===== src/rtl/sync_write_pkg.sv =====
// Shared state encoding for the serial chip writers.
// Optional latch phase: SYNC_SHIFT_WRITE_LATCH_EN.
package sync_write_pkg;

  typedef enum logic [1:0] {
    IDLE      = 2'd0,
    SET_DATA  = 2'd1,
    SET_CLOCK = 2'd2,
    LATCH     = 2'd3
  } write_state_e;

endpackage


===== src/rtl/edge_detector.sv =====
// Registered rising-edge detector, one flag per input bit.
// No configuration macros.
module edge_detector #(
  parameter int WIDTH = 1
) (
  input  logic             clk,
  input  logic             rst,
  input  logic [WIDTH-1:0] sig_i,
  output logic [WIDTH-1:0] rise_o
);

  logic [WIDTH-1:0] prev_q;

  always_ff @(posedge clk) begin
    if (rst) prev_q <= '0;
    else     prev_q <= sig_i;
  end

  assign rise_o = sig_i & ~prev_q;

endmodule


===== src/rtl/sync_shift_write.sv =====
// Paced parallel-to-serial chip writer, two i_sync ticks per bit.
// Define SYNC_SHIFT_WRITE_LATCH_EN for a trailing latch strobe.
module sync_shift_write
  import sync_write_pkg::*;
#(
  parameter int DATA_WIDTH = 8,
  parameter bit MSB_FIRST  = 1'b1
) (
  input  logic                  clk,
  input  logic                  rst,
  input  logic                  i_write,
  input  logic [DATA_WIDTH-1:0] i_data,
  input  logic                  i_sync,
  output logic                  o_clk,
  output logic                  o_data,
  output logic                  o_ready,
  output logic                  o_done
`ifdef SYNC_SHIFT_WRITE_LATCH_EN
  ,
  output logic                  o_latch
`endif
);

  localparam int CNT_W = $clog2(DATA_WIDTH) + 1;
  localparam logic [CNT_W-1:0] LAST = CNT_W'(DATA_WIDTH - 1);

  write_state_e          state_q, state_d;
  logic [DATA_WIDTH-1:0] sr_q, sr_d;
  logic [CNT_W-1:0]      cnt_q, cnt_d;
  logic                  done_q, done_d;
  logic                  write_rise;

  edge_detector #(
    .WIDTH(1)
  ) u_edge (
    .clk   (clk),
    .rst   (rst),
    .sig_i (i_write),
    .rise_o(write_rise)
  );

  always_ff @(posedge clk) begin
    if (rst) begin
      state_q <= IDLE;
      sr_q    <= '0;
      cnt_q   <= '0;
      done_q  <= 1'b0;
    end else begin
      state_q <= state_d;
      sr_q    <= sr_d;
      cnt_q   <= cnt_d;
      done_q  <= done_d;
    end
  end

  always_comb begin
    state_d = state_q;
    sr_d    = sr_q;
    cnt_d   = cnt_q;
    done_d  = 1'b0;
    case (state_q)
      IDLE: begin
        if (write_rise) begin
          sr_d    = i_data;
          cnt_d   = '0;
          state_d = SET_DATA;
        end
      end
      SET_DATA: begin
        if (i_sync) state_d = SET_CLOCK;
      end
      SET_CLOCK: begin
        if (i_sync) begin
          if (cnt_q == LAST) begin
`ifdef SYNC_SHIFT_WRITE_LATCH_EN
            state_d = LATCH;
`else
            state_d = IDLE;
            done_d  = 1'b1;
`endif
          end else begin
            cnt_d   = cnt_q + CNT_W'(1);
            sr_d    = MSB_FIRST ? (sr_q << 1) : (sr_q >> 1);
            state_d = SET_DATA;
          end
        end
      end
`ifdef SYNC_SHIFT_WRITE_LATCH_EN
      LATCH: begin
        if (i_sync) begin
          state_d = IDLE;
          done_d  = 1'b1;
        end
      end
`endif
      default: state_d = IDLE;
    endcase
  end

  // The last bit is never shifted out, so o_data holds it while idle.
  assign o_data  = MSB_FIRST ? sr_q[DATA_WIDTH-1] : sr_q[0];
  assign o_ready = (state_q == IDLE);
  assign o_clk   = (state_q == SET_CLOCK);
  assign o_done  = done_q;
`ifdef SYNC_SHIFT_WRITE_LATCH_EN
  assign o_latch = (state_q == LATCH);
`endif

endmodule


===== config.mk =====
export PLATFORM = sky130hd
export DESIGN_NAME = sync_shift_write
export DESIGN_NICKNAME = d
export VERILOG_FILES = /design/src/rtl/sync_write_pkg.sv /design/src/rtl/edge_detector.sv /design/src/rtl/sync_shift_write.sv
export SDC_FILE = /design/constraint.sdc
export NUM_CORES = 1
export LEC_CHECK = 0
export CAP_MARGIN = 20
export CORE_ASPECT_RATIO = 1.5
export CORE_MARGIN = 2
export CORE_UTILIZATION = 25
export CTS_CLUSTER_SIZE = 25
export DETAILED_ROUTE_END_ITERATION = 8
export GPL_ROUTABILITY_DRIVEN = 0
export MAX_ROUTING_LAYER = met4
export PLACE_DENSITY = 0.49
export SYNTH_ARGS = -nofsm -noshare
export SYNTH_HDL_FRONTEND = slang
export SYNTH_HIERARCHICAL = 1
export SYNTH_SLANG_ARGS = --single-unit

===== constraint.sdc =====
create_clock -name clk -period 2.6 [get_ports clk]
set_input_delay 0.26 -clock clk [delete_from_list [all_inputs] [get_ports clk]]
set_output_delay 0.26 -clock clk [all_outputs]
set_load 0.02 [all_outputs]

==> run_summary.xml, run 1 <==
<?xml version="1.0" encoding="UTF-8"?>
<metrics>
  <group name="run_status">
    <metric name="result_of_the_run" unit="">completed</metric>
  </group>
  <group name="clock_tree">
    <metric name="postCtsHoldBufs" unit="">0</metric>
    <metric name="clock_sinks" unit="">16</metric>
    <metric name="cts.root.buffer_cell" unit="">clkbuf_8</metric>
    <metric name="ctsResizeCount" unit="">0</metric>
    <metric name="numCtsBuffers" unit="">3</metric>
    <metric name="postCtsSetupRepairBufs" unit="">0</metric>
    <metric name="clock_latency" unit="ns">0.25</metric>
    <metric name="clock_path_buffers" unit="">2</metric>
    <metric name="clk_pin_slew" unit="ns">0.07</metric>
    <metric name="cts_htree_levels" unit="">1</metric>
    <metric name="tritoncts" unit="">yes</metric>
  </group>
  <group name="job">
    <metric name="cap_violations" unit="">0</metric>
  </group>
  <group name="global_routing">
    <metric name="grt_start_max_net_pins" unit="">17</metric>
    <metric name="via_count_of_the_first_global_routing_pass" unit="">724</metric>
    <metric name="grt_pass1_wl" unit="um">3525</metric>
    <metric name="grt_antenna_before_repair" unit="">0</metric>
    <metric name="total_track_usage" unit="">0.1252</metric>
    <metric name="grt_remaining_overflow" unit="">0</metric>
  </group>
  <group name="placement">
    <metric name="port-buffer-count" unit="">15</metric>
    <metric name="dp_hpwl" unit="um">1463</metric>
  </group>
  <group name="layout">
    <metric name="final-seq-area" unit="sq um">320.3</metric>
    <metric name="multi_input_area" unit="sq um">451.7</metric>
    <metric name="design.final.nets" unit="">113</metric>
    <metric name="areaGrowthSynthToFinish" unit="%">29.66</metric>
    <metric name="antenna_cells_inserted" unit="">0</metric>
    <metric name="filler_cell_count" unit="">335</metric>
    <metric name="drive_gt1_frac" unit="">0.1111</metric>
  </group>
  <group name="detailed_routing">
    <metric name="route.antenna.remaining_nets" unit="">0</metric>
    <metric name="drc_errors" unit="">0</metric>
    <metric name="drt_iter0_drc" unit="">8</metric>
    <metric name="via_density" unit="">5.086</metric>
    <metric name="detailroute.via_count" unit="">707</metric>
    <metric name="routed_wl" unit="um">1969</metric>
    <metric name="routed_wirelength_normalized_by_instance_count" unit="um">14.17</metric>
    <metric name="dr.pass1.iters" unit="">4</metric>
  </group>
  <group name="yosys">
    <metric name="sequential_cell_area_fraction_in_the_yosys_report" unit="">0.3914</metric>
    <metric name="muxShareOfSynthArea" unit="">0.1162</metric>
    <metric name="yosys_register_bits" unit="">16</metric>
    <metric name="synth_top_family_by_area" unit="">compound AO/OA/AOI/OAI gates</metric>
    <metric name="yosys.area_share.simple" unit="">0.1820</metric>
    <metric name="synthesis.area" unit="sq um">818.3</metric>
    <metric name="complex_gate_fraction_of_the_synthesized_area" unit="">0.2385</metric>
    <metric name="synth_cells" unit="">83</metric>
    <metric name="synthXorXnorAreaFrac" unit="">0</metric>
    <metric name="synthAdderAreaFrac" unit="">0.01529</metric>
    <metric name="synth_nets" unit="">96</metric>
    <metric name="ys_types" unit="">28</metric>
    <metric name="ys.warnings.count" unit="">6</metric>
    <metric name="postSynthAreaPerCell" unit="sq um">9.859</metric>
  </group>
  <group name="sta">
    <metric name="fmax" unit="GHz">0.4767</metric>
    <metric name="timing_worst_slew_pin_value" unit="ns">0.4624</metric>
    <metric name="finalCriticalPeriod" unit="ns">2.098</metric>
    <metric name="finalSetupTns" unit="ns">0</metric>
    <metric name="timing.final.setup_violations" unit="">0</metric>
    <metric name="final-max-slew-violation-count" unit="">0</metric>
    <metric name="worst_clock_skew" unit="ns">0.004038</metric>
    <metric name="setup_repair_after_global_routing_missed_its_margin" unit="">false</metric>
    <metric name="fin_crit_sh" unit="">0.8068</metric>
    <metric name="hold_fails_final_rpt" unit="">0</metric>
    <metric name="relSlewSlack" unit="">0.6829</metric>
  </group>
  <group name="setup_path">
    <metric name="worst-path-max-fanout" unit="">13</metric>
    <metric name="cp_cell_sequence" unit="">nand2b_1 &gt; buf_4 &gt; inv_1 &gt; clkdlybuf4s50_1</metric>
    <metric name="critical-path-max-stage-delay" unit="ns">0.63</metric>
    <metric name="path_class" unit="">reg2out</metric>
    <metric name="cp.required" unit="ns">2.34</metric>
    <metric name="critical_path_buf_inv_count" unit="">3</metric>
    <metric name="cp.arrival" unit="ns">1.84</metric>
    <metric name="slowest_cp_cell" unit="">dfxtp_1</metric>
    <metric name="critPathCaptureType" unit="">output port</metric>
    <metric name="crit_family" unit="">buffers and inverters</metric>
    <metric name="crit_path_start_kind" unit="">flip-flop</metric>
  </group>
  <group name="hold_path">
    <metric name="hold_class" unit="">reg2reg</metric>
  </group>
  <group name="pwr">
    <metric name="power_frac_clock" unit="">0.372</metric>
    <metric name="power-per-cell-area" unit="nW/um^2">561.0</metric>
    <metric name="power.internal" unit="uW">446.9</metric>
    <metric name="combinational_cell_fraction_of_total_power" unit="">0.169</metric>
    <metric name="switching_share" unit="">0.2492</metric>
    <metric name="p_leak" unit="nW">0.4244</metric>
    <metric name="finalPower" unit="uW">595.2</metric>
    <metric name="irDropWorstVdd" unit="mV">0.1952</metric>
    <metric name="net_switching_power" unit="uW">148.3</metric>
    <metric name="pwr-share-seq" unit="">0.459</metric>
  </group>
  <group name="floorplanning">
    <metric name="die_width" unit="um">50.71</metric>
    <metric name="starting_density" unit="">0.2616</metric>
    <metric name="num_io_pins" unit="">16</metric>
    <metric name="floorplan.die_area" unit="sq um">3756</metric>
    <metric name="rows" unit="">25</metric>
    <metric name="floorplan.core_area" unit="sq um">3128</metric>
    <metric name="die_h" unit="um">74.07</metric>
  </group>
</metrics>
[routing by layer]
layer	vias to the layer above	part of all wire	GRT usage
li1	351	-	-
met1	340	0.42	0.1333
met2	14	0.54	0.2354
met3	2	0.036	0.02008
met4	0	0.0071	0.03604
met5	-	0	-
[cell families (layout without fill, tap and decap cells)]
family,Yosys count,after routing
AOI/OAI and AO/OA,25,25
buffers and inverters,10,26
and+or+nand+nor,22,22
adders and majority gates,1,1
muxes,9,9
DFF,16,16
[cells in the final DEF (no fill, tap or decap), types with 3 or more instances in the layout]
master | netlist | routed
clkbuf_8 | 0 | 4
inv_1 | 5 | 5
clkdlybuf4s50_1 | 0 | 15
a211oi_1 | 8 | 8
nor2_1 | 3 | 3
a31oi_1 | 8 | 8
nor3_1 | 3 | 3
dfxtp_1 | 16 | 16
mux2i_1 | 8 | 8
nand2_1 | 4 | 4
[cells in the mapped netlist]
cell / instances / area share
a211oi_1: 8 / 0.073
a31oi_1: 8 / 0.061
and3_1: 1 / 0.0077
and4b_1: 1 / 0.012
buf_2: 1 / 0.0061
buf_4: 2 / 0.018
clkbuf_1: 2 / 0.0092
dfxtp_1: 16 / 0.39
ha_1: 1 / 0.015
inv_1: 5 / 0.023
mux2_4: 1 / 0.018
mux2i_1: 8 / 0.098
nand2_1: 4 / 0.018
nand2b_1: 2 / 0.015
nand3_1: 1 / 0.0061
nand3b_1: 2 / 0.018
nand4_1: 1 / 0.0077
nand4b_1: 1 / 0.011
nor2_1: 3 / 0.014
nor2b_4: 2 / 0.034
nor3_1: 3 / 0.018
nor3_4: 1 / 0.020
o211a_1: 1 / 0.012
o21a_1: 2 / 0.018
o311ai_0: 2 / 0.021
o32ai_1: 1 / 0.011
o32ai_2: 1 / 0.020
o41ai_1: 2 / 0.021
[area by class of cell]
class / instances / share of cell area
inverters: 5 / 0.01769
repair buffers: 17 / 0.1557
well taps: 40 / 0.04717
flip-flops and latches: 16 / 0.3019
multi-input cells: 57 / 0.4257
clock buffers: 4 / 0.05189
[power groups by stage]
stage / combinational, mW / clock [mW] / sequential (mW)
after floorplan: 0.0658 / 0 / 0.274
after CTS: 0.102 / 0.229 / 0.273
after global routing: 0.113 / 0.241 / 0.275
after global placement: 0.100 / 0 / 0.278
after detailed placement: 0.101 / 0 / 0.279
final: 0.101 / 0.221 / 0.273
[state kept, by name, summed over array words and instances (netlist names)]
signal         flops
u_edge/prev_q      1
state_q            2
o_done             1
cnt_q              4
sr_q               8
[worst paths after layout]
kind,start,end,slack (ns),cells past startpoint
max,state_q[1]$_SDFFE_PP0P_,o_clk,0.50,4
min,sr_q[0]$_SDFFE_PP0P_,sr_q[0]$_SDFFE_PP0P_,0.51,2
max reg2reg,state_q[1]$_SDFFE_PP0P_,cnt_q[0]$_SDFFE_PP0P_,0.97,3
min reg2reg,sr_q[0]$_SDFFE_PP0P_,sr_q[0]$_SDFFE_PP0P_,0.51,2
[stage by stage]
| step | area (sq um) | worst slack (ns) | cells | util | hold slack [ns] |
|---|---|---|---|---|---|
| 6_report | 1061 | 0.5024 | 139 | 0.3392 | 0.5059 |
| 5_1_grt | 1061 | 0.3880 | 139 | 0.3392 | 0.5392 |
| 4_1_cts | 1061 | 0.4882 | 139 | 0.3392 | 0.5094 |
| 3_5_place_dp | 1006 | 0.7375 | 135 | 0.3216 | 0.4991 |
| 3_3_place_gp | 1006 | 0.7736 | 135 | 0.3216 | 0.4874 |
| 2_1_floorplan | 818.3 | 1.302 | 83 | - | 0.3243 |
[worst min-delay path, delay by kind of cell (launching register included)]
family,cells,cell delay (ns)
buf+inv,1,0.06
flops,1,0.31
compound gates,1,0.08
Power figures use the tool's default switching activity.
==> inputs of run 2 (changes only) <==
Clock period 2.6 ns to 2 ns, I/O delays scaled along.
==> run 2 against run 1 <==
Clock power is 26% higher; hold slack gained 0.0039 ns; sequential power up 30%; critical path depth down 1; clock skew down 0.0024 ns; cell count rose by 0.72%; clock-buffer cell count unchanged; non-clock buffer count rose by 1; global-route usage down 0.26 points; cell area grew 0.83%; die area unchanged; largest cell class unchanged.
==> run_summary.xml, run 2 (same netlist as run 1, synthesis figures left out) <==
<?xml version="1.0" encoding="UTF-8"?>
<metrics>
  <group name="detailed_routing">
    <metric name="route.antenna.remaining_nets" unit="">0</metric>
    <metric name="drc_errors" unit="">0</metric>
    <metric name="drt_iter0_drc" unit="">15</metric>
    <metric name="via_density" unit="">5.057</metric>
    <metric name="dr.pass1.iters" unit="">3</metric>
    <metric name="detailroute.via_count" unit="">708</metric>
    <metric name="routed_wirelength_normalized_by_instance_count" unit="um">13.80</metric>
    <metric name="routed_wl" unit="um">1932</metric>
  </group>
  <group name="placement">
    <metric name="post-place-ws" unit="ns">0.2850</metric>
    <metric name="dp_hpwl" unit="um">1504</metric>
    <metric name="port-buffer-count" unit="">15</metric>
    <metric name="detailed_place.area" unit="sq um">1013</metric>
    <metric name="numPlacedInstances" unit="">136</metric>
  </group>
  <group name="layout">
    <metric name="drive_gt1_frac" unit="">0.1300</metric>
    <metric name="final_cell_area" unit="sq um">1070</metric>
    <metric name="post_layout_nonfiller_instances" unit="">140</metric>
    <metric name="top_register" unit="">sr_q</metric>
    <metric name="filler_cell_count" unit="">339</metric>
    <metric name="top_regs" unit="">sr_q: 8 flops, cnt_q: 4 flops, state_q: 2 flops</metric>
    <metric name="design.final.nets" unit="">114</metric>
    <metric name="areaGrowthSynthToFinish" unit="%">30.73</metric>
    <metric name="layout.cells.most_common_list" unit="">15 x dfxtp_1, 15 x clkdlybuf4s50_1, 8 x mux2i_1, 8 x a31oi_1, 8 x a211oi_1</metric>
    <metric name="antenna_cells_inserted" unit="">0</metric>
    <metric name="layout_utilization" unit="">0.3420</metric>
    <metric name="largest_reg_flops" unit="">8</metric>
  </group>
  <group name="clock_tree">
    <metric name="ctsResizeCount" unit="">0</metric>
    <metric name="numCtsBuffers" unit="">3</metric>
    <metric name="cts_htree_levels" unit="">1</metric>
    <metric name="clock_sinks" unit="">16</metric>
    <metric name="clock_latency" unit="ns">0.24</metric>
    <metric name="clk_pin_slew" unit="ns">0.06</metric>
    <metric name="postCtsSetupRepairBufs" unit="">0</metric>
    <metric name="cts.root.buffer_cell" unit="">clkbuf_8</metric>
    <metric name="tritoncts" unit="">yes</metric>
    <metric name="postCtsHoldBufs" unit="">0</metric>
    <metric name="clock_path_buffers" unit="">2</metric>
  </group>
  <group name="global_routing">
    <metric name="grt_start_max_net_pins" unit="">14</metric>
    <metric name="grt_remaining_overflow" unit="">0</metric>
    <metric name="total_track_usage" unit="">0.1226</metric>
    <metric name="grt_pass1_wl" unit="um">3546</metric>
    <metric name="via_count_of_the_first_global_routing_pass" unit="">780</metric>
    <metric name="grt_antenna_before_repair" unit="">0</metric>
  </group>
  <group name="floorplanning">
    <metric name="rows" unit="">25</metric>
    <metric name="floorplan.die_area" unit="sq um">3756</metric>
    <metric name="die_h" unit="um">74.07</metric>
    <metric name="num_io_pins" unit="">16</metric>
    <metric name="starting_density" unit="">0.2616</metric>
    <metric name="floorplan.core_area" unit="sq um">3128</metric>
    <metric name="die_width" unit="um">50.71</metric>
  </group>
  <group name="hold_path">
    <metric name="worst_hold_path.num_cells" unit="">2</metric>
    <metric name="worstHoldEndpoint" unit="">sr_q[0]$_SDFFE_PP0P_</metric>
    <metric name="hold_class" unit="">reg2reg</metric>
    <metric name="hp-start" unit="">sr_q[0]$_SDFFE_PP0P_</metric>
  </group>
  <group name="pwr">
    <metric name="p_leak" unit="nW">0.4297</metric>
    <metric name="net_switching_power" unit="uW">185.2</metric>
    <metric name="irDropWorstVdd" unit="mV">0.2722</metric>
    <metric name="power-per-cell-area" unit="nW/um^2">717.1</metric>
    <metric name="combinational_cell_fraction_of_total_power" unit="">0.172</metric>
    <metric name="pwr-share-seq" unit="">0.463</metric>
    <metric name="finalPower" unit="uW">767.2</metric>
    <metric name="power.internal" unit="uW">582.0</metric>
    <metric name="power_frac_clock" unit="">0.364</metric>
    <metric name="switching_share" unit="">0.2414</metric>
  </group>
  <group name="setup_path">
    <metric name="worstReg2RegStart" unit="">cnt_q[0]$_SDFFE_PP0P_</metric>
    <metric name="worst-path-max-fanout" unit="">8</metric>
    <metric name="worst_reg2reg_path_depth" unit="">4</metric>
    <metric name="r2r_slack" unit="ns">0.50</metric>
    <metric name="path_class" unit="">reg2out</metric>
    <metric name="critPathCaptureType" unit="">output port</metric>
    <metric name="cp.arrival" unit="ns">1.53</metric>
    <metric name="regToRegEndpoint" unit="">sr_q[3]$_SDFFE_PP0P_</metric>
    <metric name="cp.required" unit="ns">1.80</metric>
    <metric name="crit_path_start_kind" unit="">flip-flop</metric>
  </group>
  <group name="job">
    <metric name="cap_violations" unit="">0</metric>
  </group>
  <group name="sta">
    <metric name="worst_clock_skew" unit="ns">0.001687</metric>
    <metric name="finalCriticalPeriod" unit="ns">1.725</metric>
    <metric name="relSlewSlack" unit="">0.6705</metric>
    <metric name="hold_fails_final_rpt" unit="">0</metric>
    <metric name="fmax" unit="GHz">0.5796</metric>
    <metric name="setup_repair_after_global_routing_missed_its_margin" unit="">false</metric>
    <metric name="setup_slack_after_layout" unit="ns">0.2747</metric>
    <metric name="timing_worst_slew_pin_value" unit="ns">0.4805</metric>
    <metric name="timing.final.setup_violations" unit="">0</metric>
    <metric name="finalSetupTns" unit="ns">0</metric>
    <metric name="hold_slack" unit="ns">0.5097</metric>
    <metric name="final-max-slew-violation-count" unit="">0</metric>
    <metric name="fin_crit_sh" unit="">0.8627</metric>
  </group>
  <group name="run_status">
    <metric name="result_of_the_run" unit="">completed</metric>
  </group>
</metrics>
## run 2: how the worst max path moves through the flow
stage	start	endpoint	slack, ns
after floorplan	cnt_q[0]$_SDFFE_PP0P_	cnt_q[0]$_SDFFE_PP0P_	0.70
after global placement	i_write	sr_q[5]$_SDFFE_PP0P_	0.31
after detailed placement	i_write	sr_q[3]$_SDFFE_PP0P_	0.29
after CTS	state_q[1]$_SDFFE_PP0P_	o_clk	0.13
after global routing	state_q[0]$_SDFFE_PP0P_	o_clk	0.19
final	state_q[0]$_SDFFE_PP0P_	o_clk	0.27
## run 2: power groups by stage
stage          logic, mW  registers, mW  clock network, mW
6_report           0.132          0.356              0.279
3_3_place_gp       0.132          0.362                  0
2_1_floorplan     0.0855          0.356                  0
3_5_place_dp       0.133          0.363                  0
4_1_cts            0.134          0.355              0.291
5_1_grt            0.146          0.358              0.306
## run 2: critical path, cell delays in order (launching register included)
cell	delay [ns]
dfxtp_1	0.53
nand2b_1	0.18
inv_1	0.05
clkdlybuf4s50_1	0.52
## run 2: per-layer routing
metal,global-route usage,part of all wire
met5,-,0
met4,0.04505,0.020
met3,0.02410,0.042
met2,0.2091,0.52
met1,0.1421,0.42
## run 2: final cells by class
type,instances,area [sq um],share of cell area
clock buffer,4,55.05,0.05146
multi-input combinational,57,451.7,0.4222
inverter,5,18.77,0.01754
tap,40,50.05,0.04678
sequential,16,321.6,0.3006
timing repair buffer,18,172.7,0.1614
==> inputs of run 3 (changes only) <==
Settings changed: GPL_ROUTABILITY_DRIVEN 0 to unset, PLACE_DENSITY 0.49 to unset, PLACE_DENSITY_LB_ADDON set to 0.3.
==> run 3 against run 2 <==
Setup slack improved by 0.013 ns; clock-buffer cell count is the same; clock power up 3%; cell area rose by 0.58%; sequential cell count stayed put; sequential share of layout area is 0.29 points lower; core utilization increased by 0.20 points; critical endpoint unchanged; sequential power is 1% lower; global-route usage fell by 0.88 points; first-iteration DRC count up 53%; total power up 0.79%.
==> run_summary.xml, run 3 (same netlist as run 1, synthesis figures left out) <==
<?xml version="1.0" encoding="UTF-8"?>
<metrics>
  <group name="run_status">
    <metric name="result_of_the_run" unit="">completed</metric>
  </group>
  <group name="layout">
    <metric name="filler_cell_count" unit="">338</metric>
    <metric name="largest_reg_flops" unit="">8</metric>
    <metric name="layout.cells.most_common_list" unit="">16 x dfxtp_1, 15 x clkdlybuf4s50_1, 8 x mux2i_1, 8 x a31oi_1, 8 x a211oi_1</metric>
    <metric name="drive_gt1_frac" unit="">0.1287</metric>
    <metric name="layout.cells.most_common" unit="">dfxtp_1</metric>
    <metric name="areaGrowthSynthToFinish" unit="%">31.50</metric>
    <metric name="top_register" unit="">sr_q</metric>
    <metric name="antenna_cells_inserted" unit="">0</metric>
    <metric name="top_regs" unit="">sr_q: 8 flops, cnt_q: 4 flops, state_q: 2 flops</metric>
    <metric name="design.final.nets" unit="">115</metric>
  </group>
  <group name="sta">
    <metric name="timing.final.setup_violations" unit="">0</metric>
    <metric name="hold_fails_final_rpt" unit="">0</metric>
    <metric name="finalSetupTns" unit="ns">0</metric>
    <metric name="worst_clock_skew" unit="ns">0.005397</metric>
    <metric name="fmax" unit="GHz">0.5840</metric>
    <metric name="setup_repair_after_global_routing_missed_its_margin" unit="">false</metric>
    <metric name="relSlewSlack" unit="">0.6843</metric>
    <metric name="fin_crit_sh" unit="">0.8562</metric>
    <metric name="final-max-slew-violation-count" unit="">0</metric>
    <metric name="timing_worst_slew_pin_value" unit="ns">0.4604</metric>
    <metric name="setup_slack_after_layout" unit="ns">0.2877</metric>
    <metric name="finalCriticalPeriod" unit="ns">1.712</metric>
  </group>
  <group name="detailed_routing">
    <metric name="dr.pass1.iters" unit="">4</metric>
    <metric name="via_density" unit="">5.078</metric>
    <metric name="routed_wirelength_normalized_by_instance_count" unit="um">13.02</metric>
    <metric name="route.antenna.remaining_nets" unit="">0</metric>
    <metric name="routed_wl" unit="um">1836</metric>
    <metric name="drc_errors" unit="">0</metric>
    <metric name="drt_iter0_drc" unit="">23</metric>
    <metric name="detailroute.via_count" unit="">716</metric>
  </group>
  <group name="floorplanning">
    <metric name="floorplan.die_area" unit="sq um">3756</metric>
    <metric name="starting_density" unit="">0.2616</metric>
    <metric name="die_width" unit="um">50.71</metric>
    <metric name="die_h" unit="um">74.07</metric>
    <metric name="num_io_pins" unit="">16</metric>
    <metric name="floorplan.core_area" unit="sq um">3128</metric>
    <metric name="rows" unit="">25</metric>
  </group>
  <group name="clock_tree">
    <metric name="cts.root.buffer_cell" unit="">clkbuf_8</metric>
    <metric name="ctsResizeCount" unit="">0</metric>
    <metric name="postCtsSetupRepairBufs" unit="">0</metric>
    <metric name="clock_path_buffers" unit="">2</metric>
    <metric name="cts_htree_levels" unit="">1</metric>
    <metric name="clock_latency" unit="ns">0.25</metric>
    <metric name="clk_pin_slew" unit="ns">0.06</metric>
    <metric name="tritoncts" unit="">yes</metric>
    <metric name="clock_sinks" unit="">16</metric>
    <metric name="postCtsHoldBufs" unit="">0</metric>
    <metric name="numCtsBuffers" unit="">3</metric>
  </group>
  <group name="placement">
    <metric name="port-buffer-count" unit="">15</metric>
    <metric name="post-place-ws" unit="ns">0.3079</metric>
    <metric name="place.gp.congestion" unit="">0.7484</metric>
    <metric name="dp_hpwl" unit="um">1399</metric>
  </group>
  <group name="global_routing">
    <metric name="grt_pass1_wl" unit="um">3111</metric>
    <metric name="grt_start_max_net_pins" unit="">12</metric>
    <metric name="via_count_of_the_first_global_routing_pass" unit="">722</metric>
    <metric name="total_track_usage" unit="">0.1138</metric>
    <metric name="grt_antenna_before_repair" unit="">0</metric>
    <metric name="grt_remaining_overflow" unit="">0</metric>
  </group>
  <group name="setup_path">
    <metric name="critPathCaptureType" unit="">output port</metric>
    <metric name="worst-path-max-fanout" unit="">8</metric>
    <metric name="cp.required" unit="ns">1.80</metric>
    <metric name="critical-path-max-stage-delay" unit="ns">0.60</metric>
    <metric name="cp.arrival" unit="ns">1.51</metric>
    <metric name="crit_path_start_kind" unit="">flip-flop</metric>
    <metric name="cp_cell_sequence" unit="">nand2b_1 &gt; inv_1 &gt; clkdlybuf4s50_1</metric>
    <metric name="critical_path_buf_inv_count" unit="">2</metric>
    <metric name="crit_family" unit="">buffers and inverters</metric>
    <metric name="slowest_cp_cell" unit="">clkdlybuf4s50_1</metric>
    <metric name="path_class" unit="">reg2out</metric>
  </group>
  <group name="pwr">
    <metric name="power-per-cell-area" unit="nW/um^2">718.6</metric>
    <metric name="irDropWorstVdd" unit="mV">0.3579</metric>
    <metric name="p_leak" unit="nW">0.4346</metric>
  </group>
  <group name="hold_path">
    <metric name="hold_class" unit="">reg2reg</metric>
  </group>
  <group name="job">
    <metric name="cap_violations" unit="">0</metric>
  </group>
</metrics>
run 3: cell count changes in the layout (fill, tap and decap cells not counted):
cell,delta
buf_4,+1
dfxtp_1,+1
dfxtp_2,-1
run 3: where the power goes:
group / switching [mW] / leakage [nW] / internal [mW]
Sequential: 0.0136 / 0.131 / 0.339
Combinational: 0.0636 / 0.275 / 0.0703
Clock: 0.112 / 0.0288 / 0.175
Total: 0.190 / 0.435 / 0.584
run 3: path summary, 6_finish.rpt:
check,to,from,cells past startpoint,slack (ns)
setup / recovery,o_clk,state_q[0]$_SDFFE_PP0P_,3,0.29
hold / removal,sr_q[0]$_SDFFE_PP0P_,sr_q[0]$_SDFFE_PP0P_,2,0.52
setup reg to reg,sr_q[0]$_SDFFE_PP0P_,state_q[1]$_SDFFE_PP0P_,4,0.50
hold reg to reg,sr_q[0]$_SDFFE_PP0P_,sr_q[0]$_SDFFE_PP0P_,2,0.52
run 3: final cells by class:
| cell class | count | area [sq um] | area share |
|---|---|---|---|
| timing repair buffer | 19 | 180.2 | 0.1674 |
| tap | 40 | 50.05 | 0.04651 |
| sequential | 16 | 320.3 | 0.2977 |
| multi-input combinational | 57 | 451.7 | 0.4198 |
| clock buffer | 4 | 55.05 | 0.05116 |
| inverter | 5 | 18.77 | 0.01744 |
run 3: routing by layer:
layer  vias up  global-route usage  wire length (um)
met1       330              0.1180               757
met4         0             0.07207                49
met2        22              0.1988               952
li1        359                   -                 -
met5         -                   -                 0
met3         5             0.01807                77
run 3: stage by stage:
stage | util | power, mW | hold slack (ns) | cell area, sq um | instances
finish | 0.3440 | 0.7732 | 0.5168 | 1076 | 141
global route | 0.3440 | 0.8069 | 0.5331 | 1076 | 141
CTS | 0.3440 | 0.7864 | 0.5238 | 1076 | 141
detailed placement | 0.3264 | 0.4942 | 0.5154 | 1021 | 137
global placement | 0.3264 | 0.4945 | 0.5094 | 1021 | 137
floorplan | - | 0.4414 | 0.2643 | 818.3 | 83
run 3: worst min-delay path, stage by stage, from the launching register on:
cell	delay [ns]
dfxtp_1	0.31
inv_1	0.06
o32ai_2	0.09
